$ cat src/rtl/program_counter_ras.sv
// Fetch-stage program counter with a circular return-address stack for call/return prediction.
// Optional macro PC_COMPRESSED_EN adds instr_is_16_i (2-byte step, 2-byte alignment).
module program_counter_ras #(
  parameter int unsigned     XLEN         = 32,
  parameter logic [XLEN-1:0] RESET_VECTOR = '0,
  parameter int unsigned     RAS_DEPTH    = 4
) (
  input  logic                         clk_i,
  input  logic                         reset_n_i,
  input  logic                         pc_enable_i,
  input  logic                         jump_en_i,
  input  logic                         call_en_i,
  input  logic                         ret_en_i,
`ifdef PC_COMPRESSED_EN
  input  logic                         instr_is_16_i,
`endif
  input  logic [XLEN-1:0]              jump_to_i,
  output logic [XLEN-1:0]              pc_o,
  output logic [XLEN-1:0]              link_value_o,
  output logic [XLEN-1:0]              ras_top_o,
  output logic [$clog2(RAS_DEPTH):0]   ras_count_o,
  output logic                         ras_overflow_o,
  output logic                         ras_underflow_o,
  output logic                         misalign_err_o
);

  localparam int unsigned PTR_W = $clog2(RAS_DEPTH);
  localparam int unsigned CNT_W = PTR_W + 1;

`ifdef PC_COMPRESSED_EN
  localparam logic [XLEN-1:0] ALIGN_BITS = XLEN'(1);
`else
  localparam logic [XLEN-1:0] ALIGN_BITS = XLEN'(3);
`endif

  logic [XLEN-1:0]  pc_q, pc_d;
  logic [PTR_W-1:0] ptr_q, ptr_d;
  logic [CNT_W-1:0] cnt_q, cnt_d;
  logic             ovf_q, ovf_d;
  logic             unf_q, unf_d;
  logic             mis_q, mis_d;
  logic [XLEN-1:0]  ras_q [RAS_DEPTH];
  logic [XLEN-1:0]  step;
  logic [XLEN-1:0]  target;
  logic             redirect;
  logic             push;
  logic             ras_empty;
  logic             ras_full;

`ifdef PC_COMPRESSED_EN
  assign step = instr_is_16_i ? XLEN'(2) : XLEN'(4);
`else
  assign step = XLEN'(4);
`endif

  // ptr_q is the next free slot; when full it also addresses the oldest entry,
  // so a push while full overwrites the oldest return address.
  assign ras_empty    = (cnt_q == '0);
  assign ras_full     = (cnt_q == CNT_W'(RAS_DEPTH));
  assign link_value_o = pc_q + step;
  assign ras_top_o    = ras_empty ? '0 : ras_q[ptr_q - PTR_W'(1)];

  always_comb begin
    pc_d     = pc_q;
    ptr_d    = ptr_q;
    cnt_d    = cnt_q;
    ovf_d    = ovf_q;
    unf_d    = unf_q;
    mis_d    = 1'b0;
    push     = 1'b0;
    redirect = 1'b0;
    target   = jump_to_i;
    if (pc_enable_i) begin
      if (ret_en_i) begin
        redirect = 1'b1;
        if (!ras_empty) begin
          target = ras_top_o;
          ptr_d  = ptr_q - PTR_W'(1);
          cnt_d  = cnt_q - CNT_W'(1);
        end else begin
          unf_d = 1'b1;
        end
      end else if (jump_en_i) begin
        redirect = 1'b1;
        if (call_en_i) begin
          push  = 1'b1;
          ptr_d = ptr_q + PTR_W'(1);
          if (ras_full) begin
            ovf_d = 1'b1;
          end else begin
            cnt_d = cnt_q + CNT_W'(1);
          end
        end
      end else begin
        pc_d = link_value_o;
      end
      if (redirect) begin
        pc_d  = target & ~ALIGN_BITS;
        mis_d = |(target & ALIGN_BITS);
      end
    end
  end

  always_ff @(posedge clk_i) begin
    if (!reset_n_i) begin
      pc_q  <= RESET_VECTOR;
      ptr_q <= '0;
      cnt_q <= '0;
      ovf_q <= 1'b0;
      unf_q <= 1'b0;
      mis_q <= 1'b0;
      for (int i = 0; i < int'(RAS_DEPTH); i++) begin
        ras_q[i] <= '0;
      end
    end else begin
      pc_q  <= pc_d;
      ptr_q <= ptr_d;
      cnt_q <= cnt_d;
      ovf_q <= ovf_d;
      unf_q <= unf_d;
      mis_q <= mis_d;
      if (push) begin
        ras_q[ptr_q] <= link_value_o;
      end
    end
  end

  assign pc_o            = pc_q;
  assign ras_count_o     = cnt_q;
  assign ras_overflow_o  = ovf_q;
  assign ras_underflow_o = unf_q;
  assign misalign_err_o  = mis_q;

endmodule

$ cat config.mk
export PLATFORM = sky130hd
export DESIGN_NAME = program_counter_ras
export DESIGN_NICKNAME = d
export VERILOG_FILES = /design/src/rtl/program_counter_ras.sv
export SDC_FILE = /design/constraint.sdc
export NUM_CORES = 1
export LEC_CHECK = 0
export CAP_MARGIN = 5
export CORE_MARGIN = 2
export CORE_UTILIZATION = 49
export DETAILED_ROUTE_END_ITERATION = 12
export PLACE_DENSITY = 0.88
export SLEW_MARGIN = 5
export SYNTH_ARGS = -nofsm -noshare
export SYNTH_HDL_FRONTEND = slang
export SYNTH_SLANG_ARGS = --single-unit
$ cat constraint.sdc
create_clock -name clk_i -period 3.55 [get_ports clk_i]
set_input_delay 0.355 -clock clk_i [delete_from_list [all_inputs] [get_ports clk_i]]
set_output_delay 0.355 -clock clk_i [all_outputs]
set_load 0.02 [all_outputs]
==> results.py <==
metrics = {
    "layout": {
        "n_antenna_cell": 0,
        "layout-drive-gt1-share_pct": 12.4,
        "syn2layout_area_growth_pct": 26.3,
        "num-nets-final": 937,
        "fillers": 1217,
        "stdcell_count": 1129,
    },
    "place": {
        "hpwl_mm": 16.3,
        "place_inst": 1097,
        "dp_slack_ns": 0.520,
        "gp_congestion": 0.922,
        "port_buffers": 135,
    },
    "setup_path": {
        "cpLargestDelayFamily": "simple AND/OR/NAND/NOR gates",
        "critPathSlowestCell": "clkdlybuf4s50_1",
        "cp_num_buf_inv": 2,
        "critPathMaxFanout": 13,
        "critical_path_class": "reg2out",
        "cp_cell_sequence": "nand4_4 -> nor3_4 -> nand4_1 -> xor2_2 -> inv_1 -> clkdlybuf4s50_1",
        "max_stage_delay_ns": 0.54,
        "crit_path_end_kind": "primary output",
        "crit_arrival_ns": 3.02,
        "startpoint_type": "register",
        "required_ns": 3.19,
    },
    "logic_synthesis": {
        "synth.distinct_cells": 60,
        "ys_seq_area_share_pct": 54.0,
        "yosysWarnings": 0,
        "synth_top_family_by_area": "simple AND/OR/NAND/NOR gates",
        "postSynth.asyncResetShare_pct": 0,
        "synth_xor_area_share_pct": 3.34,
        "synth_edf_count": 124,
        "syn-cell-area_sq_um": 8310,
        "synth_top_area_share_pct": 44.8,
        "postSynthAreaPerCell_sq_um": 10.7,
        "synth.area.mux_share_pct": 8.90,
        "synth_fa_ha_area_share_pct": 0.391,
        "synth.ff_latch_count": 162,
        "postSynthCellCount": 777,
        "synth-compound-area-share_pct": 8.36,
        "synth-main-ff-cell": "edfxtp_1",
        "yosysTopAreaCell": "edfxtp_1",
        "synth.area.top_cells": "edfxtp_1 45%, dfxtp_1 9.2%, mux4_2 8.4%",
        "yosys.area_share.simple_pct": 19.6,
    },
    "routing": {
        "vias_per_cell": 6.19,
        "via_count": 6985,
        "drc": 0,
        "firstDrtPassIters": 6,
        "antenna_left": 0,
        "wirelength_mm": 25.2,
        "drt_iter0_markers": 1099,
        "routedWlPerCell_microns": 22.3,
    },
    "clock_tree": {
        "numCtsBuffers": 17,
        "cts_max_level": 4,
        "tritoncts": "yes",
        "ctsHoldBuffers": 0,
        "cts_buffer_depth": 2,
        "clk_latency_ns": 0.43,
        "cts.clk_slew.worst_paths_ns": 0.06,
        "clock-sinks": 162,
        "clock-root-buffer": "clkbuf_16",
    },
    "floorplan": {
        "num_io_pins": 140,
        "fp.dieW_microns": 134,
        "coreArea_sq_um": 16600,
        "row_count": 47,
        "die_height_microns": 134,
        "dieArea_sq_um": 18000,
        "start_util_pct": 50.1,
    },
    "timing": {
        "final-setup-viol-count": 0,
        "finalCriticalPeriod_ns": 3.38,
        "clock.fmax_mhz": 296,
        "tightest_slew_ns": 1.15,
        "finClkSkew_ns": 0.00677,
        "hold_violations": 0,
        "relSlewSlack_pct": 23.4,
        "min_period_over_period_pct": 95.1,
        "final.setup.worst_slack_ns": 0.173,
        "drv_slew": 0,
        "rsz0062_at_grt": "false",
    },
    "job": {
        "drv_cap": 0,
    },
    "worst_hold_path": {
        "hold_path.class": "reg2reg",
    },
    "power_and_ir_drop": {
        "ir_worst_vdd_uv": 389,
        "switching_share_pct": 27.1,
        "finalPower_uw": 4950,
        "intPower_uw": 3610,
        "pwr-share-clk_pct": 37.1,
        "leakagePower_uw": 0.00378,
        "power_frac_comb_pct": 18.1,
        "switchingPower_uw": 1340,
        "powerDensity_nw_per_um2": 472,
        "pwr-share-seq_pct": 44.8,
    },
    "grt": {
        "grt_overflow": 0,
        "grt_pass1_vias": 6702,
        "track_usage_pct": 27.8,
        "grt_pass1_wl_mm": 37.4,
        "grt_max_degree": 37,
        "antenna_found_initial": 0,
    },
    "status": {
        "outcome": "completed",
    },
}
-- area by class of cell --
cell class	instances	area [sq um]	area share (%)
Clock inverter	13	164	1.56
Multi-Input combinational cell	519	3460	32.9
Clock buffer	18	429	4.09
Tap cell	220	275	2.62
Timing Repair Buffer	158	1540	14.6
Sequential cell	162	4490	42.8
Inverter	39	146	1.39
-- power by group through the flow --
stage	Clock (uW)	Combinational [uW]	Sequential, uW
CTS	1840	880	2210
global route	1910	940	2230
global placement	0	858	2240
floorplan	0	496	2250
detailed placement	0	872	2250
finish	1840	894	2220
-- layout by cell type (no fill, tap or decap), types with 6 or more instances in the layout --
| master | instances |
|---|---|
| a21oi_1 | 38 |
| a32o_1 | 8 |
| and3_1 | 15 |
| buf_4 | 22 |
| clkbuf_16 | 17 |
| clkdlybuf4s50_1 | 135 |
| conb_1 | 8 |
| dfxtp_1 | 36 |
| edfxtp_1 | 124 |
| inv_1 | 39 |
| mux4_2 | 31 |
| nand2_1 | 77 |
| nand3_1 | 16 |
| nand4_1 | 13 |
| nor2_1 | 132 |
| nor2b_1 | 34 |
| nor3_1 | 19 |
| o21ai_0 | 18 |
| o22ai_1 | 6 |
| xnor2_1 | 16 |
| xor2_1 | 10 |
-- synth_stat cells (5+ instances only) --
cell type    n
edfxtp_1   124
and3_1      15
a21oi_1     38
nand3_1     16
o21ai_0     21
a32o_1       8
nand4_1     13
xnor2_1     16
buf_2       20
mux4_2      31
nand2_1     77
inv_1       39
nor2_1     133
dfxtp_1     38
xor2_1      12
o22ai_1      6
a31o_2       5
clkbuf_1    32
nor2b_1     34
buf_4        7
nor3_1      19
-- what timing repair did --
item / 4_1_cts / 5_1_grt
endpoints found under the setup margin: 0 / 9
buffers inserted: 0 / 1
resized for setup: 0 / 5
-- through the flow --
| step | instance area, sq um | TNS (ns) | utilization [%] | hold slack (ns) |
|---|---|---|---|---|
| detailed placement | 9870 | 0 | 59.5 | 0.469 |
| global placement | 9870 | 0 | 59.5 | 0.464 |
| CTS | 10500 | 0 | 63.1 | 0.486 |
| floorplan | 8340 | -9.35 | - | 0.528 |
| finish | 10500 | 0 | 63.3 | 0.488 |
| global route | 10500 | 0 | 63.3 | 0.514 |
-- worst register-to-register path, stage by stage, from the launching register on --
cell and delay [ns]:
dfxtp_2 0.67, nand2b_1 0.48, or3_1 0.93, nor2_1 0.13
-- logic make-up (layout without fill, tap and decap cells) --
kind of cell,count (synthesis),in the layout
muxes,35,35
and+or+nand+nor,336,336
adders and majority gates,2,2
AOI/OAI and AO/OA,108,108
DFF,162,162
other,1,8
xor gates and xnor gates,30,30
buffers and inverters,103,228
-- final timing paths --
kind / from / to / slack [ns] / cells after the start
setup / recovery: pc_o[7] / link_value_o[25] / 0.17 / 6
hold / removal: ras_overflow_o / ras_overflow_o / 0.49 / 2
setup reg to reg: ptr_q[0] / ras_q[2][20] / 1.04 / 3
hold reg to reg: ras_overflow_o / ras_overflow_o / 0.49 / 2
-- layer usage --
metal  up-vias  wire length (microns)  share of wire, %  GRT usage, %
li1       2992                      -                 -             -
met1      3363                   9130                36          35.7
met2       535                  12100                48          44.4
met3        95                   2920                12          7.14
met4         0                    985               3.9          13.3
met5         -                      0                 0             0
-- sequential cells by signal, indices dropped and copies added (netlist names) --
register / cells
ptr_q: 2
ras_overflow_o: 1
ras_underflow_o: 1
pc_o: 30
ras_count_o: 3
ras_q: 124
misalign_err_o: 1
Power figures use the tool's default switching activity.
